### src/rtl/long_divider_if.sv
// Handshake and data bundle for the sequential long divider.
// The DUT takes the slave view; a requester (testbench or upstream block) takes the master view.
interface long_divider_if #(
    parameter int DATA_WIDTH = 8
);
    logic [DATA_WIDTH-1:0] dividend_i;
    logic [DATA_WIDTH-1:0] divisor_i;
    logic                  data_valid_i;
    logic [DATA_WIDTH-1:0] quotient_o;
    logic [DATA_WIDTH-1:0] remainder_o;
    logic                  data_valid_o;
    logic                  divide_by_zero_o;
    logic                  idle_o;

    modport slave (
        input  dividend_i,
        input  divisor_i,
        input  data_valid_i,
        output quotient_o,
        output remainder_o,
        output data_valid_o,
        output divide_by_zero_o,
        output idle_o
    );

    modport master (
        output dividend_i,
        output divisor_i,
        output data_valid_i,
        input  quotient_o,
        input  remainder_o,
        input  data_valid_o,
        input  divide_by_zero_o,
        input  idle_o
    );
endinterface

### src/rtl/long_divider.sv
// Unsigned restoring divider: one quotient bit per clock, MSB first.
// Divide-by-zero short-circuits straight to the result cycle with an all-ones quotient.
module long_divider #(
    parameter int DATA_WIDTH = 8
) (
    input  logic            clk_i,
    input  logic            rst_n_i,
    long_divider_if.slave   bus
);

    localparam int CNT_W = $clog2(DATA_WIDTH);
    localparam logic [CNT_W-1:0] CNT_LAST = CNT_W'(DATA_WIDTH - 1);

    typedef enum logic [1:0] {
        IDLE   = 2'd0,
        DIVIDE = 2'd1,
        DONE   = 2'd2
    } state_t;

    state_t                state_r;
    state_t                next_state_s;
    logic [DATA_WIDTH-1:0] rem_r;
    logic [DATA_WIDTH-1:0] shreg_r;
    logic [DATA_WIDTH-1:0] dvs_r;
    logic [CNT_W-1:0]      cnt_r;
    logic [DATA_WIDTH-1:0] quotient_r;
    logic [DATA_WIDTH-1:0] remainder_r;
    logic                  data_valid_r;
    logic                  dbz_r;
    logic                  idle_r;

    logic                  zero_div_s;
    logic                  last_s;
    logic                  qbit_s;
    logic [DATA_WIDTH:0]   shifted_s;
    logic [DATA_WIDTH-1:0] diff_lo_s;
    logic [DATA_WIDTH-1:0] rem_next_s;
    logic [DATA_WIDTH-1:0] quo_next_s;

    // Trial subtraction for the current iteration.
    // shreg_r doubles as the dividend shifter and the quotient accumulator.
    always_comb begin
        zero_div_s = (bus.divisor_i == {DATA_WIDTH{1'b0}});
        last_s     = (cnt_r == CNT_LAST);
        shifted_s  = {rem_r, shreg_r[DATA_WIDTH-1]};
        qbit_s     = (shifted_s >= {1'b0, dvs_r});
        // A successful difference is below the divisor, so the low bits are exact.
        diff_lo_s  = shifted_s[DATA_WIDTH-1:0] - dvs_r;
        if (qbit_s) begin
            rem_next_s = diff_lo_s;
        end else begin
            rem_next_s = shifted_s[DATA_WIDTH-1:0];
        end
        quo_next_s = {shreg_r[DATA_WIDTH-2:0], qbit_s};
    end

    // Next-state logic.
    always_comb begin
        next_state_s = state_r;
        case (state_r)
            IDLE: begin
                if (bus.data_valid_i) begin
                    if (zero_div_s) begin
                        next_state_s = DONE;
                    end else begin
                        next_state_s = DIVIDE;
                    end
                end else begin
                    next_state_s = IDLE;
                end
            end
            DIVIDE: begin
                if (last_s) begin
                    next_state_s = DONE;
                end else begin
                    next_state_s = DIVIDE;
                end
            end
            DONE:    next_state_s = IDLE;
            default: next_state_s = IDLE;
        endcase
    end

    // State register.
    always_ff @(posedge clk_i) begin
        if (!rst_n_i) begin
            state_r <= IDLE;
        end else begin
            state_r <= next_state_s;
        end
    end

    // Working datapath and registered results.
    always_ff @(posedge clk_i) begin
        if (!rst_n_i) begin
            rem_r        <= {DATA_WIDTH{1'b0}};
            shreg_r      <= {DATA_WIDTH{1'b0}};
            dvs_r        <= {DATA_WIDTH{1'b0}};
            cnt_r        <= {CNT_W{1'b0}};
            quotient_r   <= {DATA_WIDTH{1'b0}};
            remainder_r  <= {DATA_WIDTH{1'b0}};
            data_valid_r <= 1'b0;
            dbz_r        <= 1'b0;
            idle_r       <= 1'b1;
        end else begin
            data_valid_r <= (next_state_s == DONE);
            idle_r       <= (next_state_s == IDLE);
            case (state_r)
                IDLE: begin
                    if (bus.data_valid_i && zero_div_s) begin
                        quotient_r  <= {DATA_WIDTH{1'b1}};
                        remainder_r <= bus.dividend_i;
                        dbz_r       <= 1'b1;
                    end else if (bus.data_valid_i) begin
                        shreg_r <= bus.dividend_i;
                        dvs_r   <= bus.divisor_i;
                        rem_r   <= {DATA_WIDTH{1'b0}};
                        cnt_r   <= {CNT_W{1'b0}};
                    end
                end
                DIVIDE: begin
                    rem_r   <= rem_next_s;
                    shreg_r <= quo_next_s;
                    cnt_r   <= cnt_r + {{(CNT_W-1){1'b0}}, 1'b1};
                    if (last_s) begin
                        quotient_r  <= quo_next_s;
                        remainder_r <= rem_next_s;
                        dbz_r       <= 1'b0;
                    end
                end
                default: begin
                    cnt_r <= cnt_r;
                end
            endcase
        end
    end

    assign bus.quotient_o       = quotient_r;
    assign bus.remainder_o      = remainder_r;
    assign bus.data_valid_o     = data_valid_r;
    assign bus.divide_by_zero_o = dbz_r;
    assign bus.idle_o           = idle_r;

endmodule

### src/flat_wrapper.sv
// flat-port wrapper written by rule: the top's interface ports become plain ports
module long_divider_flat 
#(
    parameter int DATA_WIDTH = 8
)
  (clk_i, rst_n_i, bus_dividend_i, bus_divisor_i, bus_data_valid_i, bus_quotient_o, bus_remainder_o, bus_data_valid_o, bus_divide_by_zero_o, bus_idle_o);
  long_divider_if #(.DATA_WIDTH(DATA_WIDTH)) bus_i ();
  input  logic clk_i;
  input  logic rst_n_i;
  input wire logic [$bits(bus_i.dividend_i)-1:0] bus_dividend_i;
  input wire logic [$bits(bus_i.divisor_i)-1:0] bus_divisor_i;
  input wire logic [$bits(bus_i.data_valid_i)-1:0] bus_data_valid_i;
  output wire logic [$bits(bus_i.quotient_o)-1:0] bus_quotient_o;
  output wire logic [$bits(bus_i.remainder_o)-1:0] bus_remainder_o;
  output wire logic [$bits(bus_i.data_valid_o)-1:0] bus_data_valid_o;
  output wire logic [$bits(bus_i.divide_by_zero_o)-1:0] bus_divide_by_zero_o;
  output wire logic [$bits(bus_i.idle_o)-1:0] bus_idle_o;
  assign bus_i.dividend_i = bus_dividend_i;
  assign bus_i.divisor_i = bus_divisor_i;
  assign bus_i.data_valid_i = bus_data_valid_i;
  assign bus_quotient_o = bus_i.quotient_o;
  assign bus_remainder_o = bus_i.remainder_o;
  assign bus_data_valid_o = bus_i.data_valid_o;
  assign bus_divide_by_zero_o = bus_i.divide_by_zero_o;
  assign bus_idle_o = bus_i.idle_o;
  long_divider #(.DATA_WIDTH(DATA_WIDTH)) u_core (.clk_i(clk_i), .rst_n_i(rst_n_i), .bus(bus_i));
endmodule
### config.mk
export PLATFORM = sky130hd
export DESIGN_NAME = long_divider_flat
export DESIGN_NICKNAME = d
export VERILOG_FILES = /design/src/rtl/long_divider_if.sv /design/src/rtl/long_divider.sv /design/src/flat_wrapper.sv
export SDC_FILE = /design/constraint.sdc
export NUM_CORES = 1
export LEC_CHECK = 0
export ABC_AREA = 1
export CAP_MARGIN = 30
export CORE_MARGIN = 4
export CORE_UTILIZATION = 35
export CTS_CLUSTER_SIZE = 30
export DETAILED_ROUTE_END_ITERATION = 10
export HOLD_SLACK_MARGIN = 0.08
export SLEW_MARGIN = 20
export SYNTH_ARGS = -nofsm -noshare
export SYNTH_HDL_FRONTEND = slang
export SYNTH_SLANG_ARGS = --single-unit
### constraint.sdc
create_clock -name clk_i -period 2.04 [get_ports clk_i]
set_input_delay 0.408 -clock clk_i [delete_from_list [all_inputs] [get_ports clk_i]]
set_output_delay 0.408 -clock clk_i [all_outputs]
set_load 0.02 [all_outputs]
==> Yosys cells after proc, flatten, opt, wreduce, memory -nomap -nowiden <==
Index checks and enable logic that the tools add are counted.
W data, S select, Z words.
{ "totals": {"regBits": 48, "input_bits": 19, "output_inout_bits": 19, "wordCells": 52} }
{ "op_classes": {"add_sub_neg": 2, "n_lt_le_gt_ge": 1, "n_eq_ne": 7, "mux": 23, "bitwise": 1, "reduce_logical": 8} }
{ "ops": {"columns": ["cell", "n"], "rows": [
  ["$mux W8", 9],
  ["$pmux W8 S2", 4],
  ["$ge A9 B8 Y1", 1],
  ["$reduce_and A3 Y1", 3],
  ["$logic_not A8 Y1", 1],
  ["$sub A8 B8 Y8", 1],
  ["$mux W2", 3],
  ["$mux W3", 2],
  ["$pmux W3 S2", 1],
  ["$logic_not A2 Y1", 2],
  ["$ne A2 B1 Y1 const B", 2],
  ["$ne A2 B2 Y1 const B", 2],
  ["$pmux W2 S2", 1],
  ["$add A3 B1 Y3 const B", 1],
  ["$eq A3 B3 Y1 const B", 1],
  ["$eq A2 B1 Y1 const B", 1],
  ["$eq A2 B2 Y1 const B", 1],
  ["$mux W1", 2],
  ["$pmux W1 S2", 1],
  ["$reduce_bool A2 Y1", 1],
  ["$logic_and A1 B1 Y1", 1],
  ["$not A1 Y1", 1]
]} }

==> Depth between registers and ports, before layout <==
{ "logic_depth": {"ltp_word": 5, "ltp_mapped": 13, "mapped_depth_nobuf": 13} }

==> Worst setup path before layout <==
OpenSTA, ideal clock, no wires.
{ "synth_path": {"kind": "register to register", "startpoint": "reg u_core.shreg_r[7]", "endpoint": "reg u_core.rem_r[6]", "setup_time_ns": 0.109, "arrival_ns": 1.498, "t_required_ns": 1.931, "setup_slack_ns": 0.433, "stages_incl_launch_ff": 12, "path_buffers": 0, "synth_period_minus_slack_ns": 1.607, "cell_sequence": "dfxtp_1 > inv_1 > ha_1 > fa_1 > nor2_1 > nand2_1 > nand4_1 > nand2_1 > nand3_1 > nand3_1 > nand2_1 > inv_1"} }
{ "synth_via": {"elab_chain_len": 3, "word_cells_on_any_way": 4, "classes_between": "add/sub (1); order compare (1); mux (2)"} }
{ "synth_rtl": {"columns": ["element", "line", "source"], "rows": [
  ["start: declaration", "long_divider.sv:23", "logic [DATA_WIDTH-1:0] shreg_r;"],
  ["start signal: assignment", "long_divider.sv:97", "shreg_r <= {DATA_WIDTH{1'b0}};"],
  ["start signal: assignment", "long_divider.sv:115", "shreg_r <= bus.dividend_i;"],
  ["start signal: assignment", "long_divider.sv:123", "shreg_r <= quo_next_s;"],
  ["$sub A8 B8 Y8 or $ge A9 B8 Y1 (tied branches)", "long_divider.sv:48, long_divider.sv:46", null],
  ["$mux W8 *", "long_divider.sv:49", "if (qbit_s) begin"],
  ["$pmux W8 S2 *", "long_divider.sv:108", "case (state_r)"],
  ["end signal: assignment", "long_divider.sv:96", "rem_r <= {DATA_WIDTH{1'b0}};"],
  ["end signal: assignment", "long_divider.sv:117", "rem_r <= {DATA_WIDTH{1'b0}};"],
  ["end signal: assignment", "long_divider.sv:122", "rem_r <= rem_next_s;"],
  ["end: declaration", "long_divider.sv:22", "logic [DATA_WIDTH-1:0] rem_r;"]
]} }
Mark *: on every way between the ends. The rest lies on a longest branch, timed or not.
A chain may end at the register's enable or synchronous reset.

==> Worst setup path after layout <==
{ "layout_path": {"startpoint": "reg u_core.shreg_r[7]", "endpoint": "reg u_core.remainder_r[6] (netlist: u_core.bus.remainder_o[6])"} }
{ "layout_via": {"elab_chain_len": 4, "word_cells_on_any_way": 5, "classes_between": "add/sub (1); order compare (1); mux (3)"} }
{ "layout_rtl": {"columns": ["element", "line", "source"], "rows": [
  ["$sub A8 B8 Y8 or $ge A9 B8 Y1 (tied branches)", "long_divider.sv:48, long_divider.sv:46", null],
  ["$mux W8 *", "long_divider.sv:49", null],
  ["$mux W8 *", "long_divider.sv:125", "if (last_s) begin"],
  ["$pmux W8 S2 *", "long_divider.sv:108", null],
  ["end signal: assignment", "long_divider.sv:101", "remainder_r <= {DATA_WIDTH{1'b0}};"],
  ["end signal: assignment", "long_divider.sv:112", "remainder_r <= bus.dividend_i;"],
  ["end signal: assignment", "long_divider.sv:127", "remainder_r <= rem_next_s;"],
  ["end: declaration", "long_divider.sv:27", "logic [DATA_WIDTH-1:0] remainder_r;"]
]} }
Mark *: on every way between the ends. The rest lies on a longest branch, timed or not. The select of a mux whose other input is x is not followed.

==> metrics.md <==
| Metric | Value |
|---|---|
| Worst R2R Setup Slack | 210 ps |
| Post-placement cell area | ~3000 µm² |
| Starting Density | 0.367 |
| DIE WIDTH | between 90 and 100 µm |
| GRT met2 Usage | 0.254 |
| Synth area leader | dfxtp_1 |
| Clock sink count | 48 |
| Detailed Route Iter0 Violations | 120 |
| Hold_buf cts | 0 |
| Core area | around 7000 µm² |
| Combinational Power Share | 0.312 |
| Sequential share of the synthesized area | 0.377 |
| Busiest layer in global routing | met2 |
| Overflow after GRT | 0 |
| Buffers added on ports | 37 |
| Int Pwr | 1800 µW |
| Htree depth | 2 |
| Setup-failing EPs final | 0 |
| Worst hold stages | 2 |
| Max IR drop VDD | a little over 0.4 mV |
| Clk_lat worst skew | around 300 ps |
| Clk slew on worst S/H paths | 90 ps |
| Hold WS | 467 ps |
| Net Sw Frac | 0.340 |
| Io pins | 38 |
| Clock skew | 8.03 ps |
| Mapped Nets | 390 |
| Mapped Cells | 360 |
| First-pass GRT wire length | 11100 µm |
| Chip height | 93.3 µm |
| Inserted Diodes | 0 |
| R2R Path End | u_core.bus.remainder_o[6]$_SDFFE_PN0P_ |
| Fin nets | about 430 |
| HPWL Detailed | 4850 µm |
| Largest net degree at the start of global routing | 30 |
| Hold_sp | u_core.dvs_r[6]$_SDFFE_PN0P_ |
| Layout cell share with drive strength beyond 1 | 0.0852 |
| Depth of the most critical reg-to-reg path | 12 |
| Postcts setup bufs | 0 |
| Outcome | finished clean |
| Clock Power Share | 0.305 |
| Final Hold Vio Count | 0 |
| Leak | ~0.0016 µW |
| Worst EP arrival | 2090 ps |
| CTS tree | yes |
| Critical Path End Type | flop |
| Worst slew pin tran | 286 ps |
| Pwr per Cell Area | 864 nW/µm² |
| Drt drc | 0 |
| Vias in the first global route | 2311 |
| Post-synth cell types | 31 |
| Avg Cell Area, Syn | 7.08 µm² |
| DR vias/cell | 4.76 |
| ANT nets after route | 0 |
| Number of max-cap violations | 0 |
| Yosys top cell area share | 0.377 |
| Die Area | 8710 µm² |
| Min cycle time layout | 1830 ps |
| Crit Path Max Fanout | 3 |
| Class of the worst hold path | reg2reg |
| FMAX | 0.546 GHz |
| Worst reg2reg path startpoint | u_core.shreg_r[7]$_SDFFE_PN0P_ |
| Area contributors post-synth | dfxtp_1, nand2_1, inv_1, nand3_1, ha_1 |
| Num CTS Buffers | 5 |
| Synth-to-Final Area Change | 24.1% |
| FF+latch area | 961 µm² |
| Sw power | 929 µW |
| WS Path Type | reg2reg |
| Slew HR | 0.809 |
| Seq pwr share | 0.383 |
| Period utilization | 0.898 |
| M1 GR Usage | 0.212 |
| Per-cell routed wire length | 12.8 µm |
| Hold path endpoint | u_core.dvs_r[6]$_SDFFE_PN0P_ |
| Synth Flop Type | dfxtp_1 |
| Area occupied by multi-input gates | 1270 µm² |
| Fin. max-slew vios | 0 |
| Initial antenna violation count | 0 |
| Drt pass-1 iters | 5 |
| Vias after detailed routing | about 2.4k |
| Post-synth EDFFs | 0 |
| RSZ-0062 raised after global routing | false |
| Root buf cell | clkbuf_8 |
| Total Wirelength | 6340 µm |
| Row Count | 30 |
| Clock Tree Buf Depth | 2 |
| Final core occ | 0.455 |
| Async SR Flop Fraction | 0 |
| Fill cells | around 740 |
| RePlAce Congestion | 0.847 |
| Synth Register Bits | 48 |
| Mapped Area | 2550 µm² |
| Fin area | 3160 µm² |
| CP Launch Type | flop |
| WP data required | 2300 ps |
| Met3 usage in global routing | 0.0290 |
| GRT Resource Usage Total | 0.159 |
| Synth warn | 0 |
## flip-flops by register name (all words and copies together), names as in the netlist
| signal | flops |
|---|---|
| u_core.bus.quotient_o | 8 |
| u_core.bus.remainder_o | 8 |
| u_core.dvs_r | 8 |
| u_core.rem_r | 8 |
| u_core.shreg_r | 8 |
| u_core.cnt_r | 3 |
| u_core.state_r | 2 |
| u_core.bus.data_valid_o | 1 |
| u_core.bus.divide_by_zero_o | 1 |
| u_core.bus.idle_o | 1 |
## power groups by stage
| stage | registers (µW) | clock network (µW) | logic (µW) |
|---|---|---|---|
| 2_1_floorplan | 1050 | 0 | 644 |
| 3_3_place_gp | 1070 | 0 | 829 |
| 3_5_place_dp | 1070 | 0 | 839 |
| 4_1_cts | 1050 | 840 | 840 |
| 5_1_grt | 1050 | 889 | 979 |
| 6_report | 1050 | 832 | 852 |
## cells in the mapped netlist, types with 4 or more instances
cell,instances
o21ai_0,25
nand3_1,33
nand2_1,78
buf_2,5
inv_1,61
ha_1,10
clkbuf_1,4
nor2_1,23
a31oi_1,8
a21oi_1,22
o221a_2,4
nand4_1,10
dfxtp_1,48
## worst max path at each step
| stage | startpoint | slack, ps | to |
|---|---|---|---|
| after floorplan | u_core.shreg_r[7]$_SDFFE_PN0P_ | 430 | u_core.rem_r[6]$_SDFFE_PN0P_ |
| after global placement | bus_divisor_i[6] | -4 | u_core.bus.remainder_o[7]$_SDFFE_PN0P_ |
| after detailed placement | bus_divisor_i[4] | 3 | u_core.bus.remainder_o[7]$_SDFFE_PN0P_ |
| after CTS | u_core.rem_r[5]$_SDFFE_PN0P_ | 160 | u_core.bus.remainder_o[0]$_SDFFE_PN0P_ |
| after global routing | u_core.shreg_r[7]$_SDFFE_PN0P_ | 7 | u_core.rem_r[6]$_SDFFE_PN0P_ |
| final | u_core.shreg_r[7]$_SDFFE_PN0P_ | 210 | u_core.bus.remainder_o[6]$_SDFFE_PN0P_ |
## logic make-up (layout without fill, tap and decap cells)
group	after synthesis	after routing	share of synthesized area
AO/OA/AOI/OAI	65	65	0.147
adder cells (fa/ha/maj)	11	11	0.0570
AND/OR/NAND/NOR	155	155	0.282
buffers and inverters	78	117	0.126
XOR/XNOR	3	3	0.0103
flip-flops	48	48	0.377
## metrics by stage
stage / setup TNS [ps] / std cells / power (µW) / worst slack [ps]
floorplan: 0 / 360 / 1690 / 433
global placement: -3.57 / 487 / 1900 / -3.57
detailed placement: 0 / 487 / 1910 / 2.62
CTS: 0 / 495 / 2730 / 160
global route: 0 / 495 / 2920 / 6.86
finish: 0 / 495 / 2730 / 207
## worst max-delay path, stage by stage (launching register included)
cell,delay (ps)
dfxtp_1,370
inv_1,50
ha_1,200
fa_1,420
nor2_2,160
nand2_1,80
nand3_1,70
nand2_1,50
nand2_1,70
nand3_1,110
nand3_1,120
nand2_1,50
inv_1,40
## layout by cell type (no fill, tap or decap), drive strengths merged, types with 2 or more instances in the layout
cell,instances
o21ai,27
bufinv,2
xnor2,2
inv,67
nor2,27
a21oi,22
a31oi,8
o221a,4
buf,6
clkdlybuf4s50,37
clkbuf,5
nand4,11
nand3,35
dfxtp,48
ha,10
nand2,81
o221ai,3
## per-layer routing
layer | wire length, µm | share of wire | vias to the layer above
li1 | - | - | 1239
met1 | 2960 | 0.47 | 1052
met2 | 2950 | 0.46 | 51
met3 | 296 | 0.047 | 12
met4 | 138 | 0.022 | 0
met5 | 0 | 0 | -
## layout make-up
type | instances | share of cell area
Timing Repair Buffer | 43 | 0.131
Clock buffer | 5 | 0.0218
Multi-Input combinational cell | 234 | 0.402
Sequential cell | 48 | 0.304
Tap cell | 96 | 0.0380
Clock inverter | 3 | 0.0218
Inverter | 66 | 0.0807
## what timing repair did
item                                   CTS  global route
resized for setup                        0             2
endpoints found under the hold margin    0             0
setup endpoints to repair                0            11
Power figures use the tool's default switching activity.
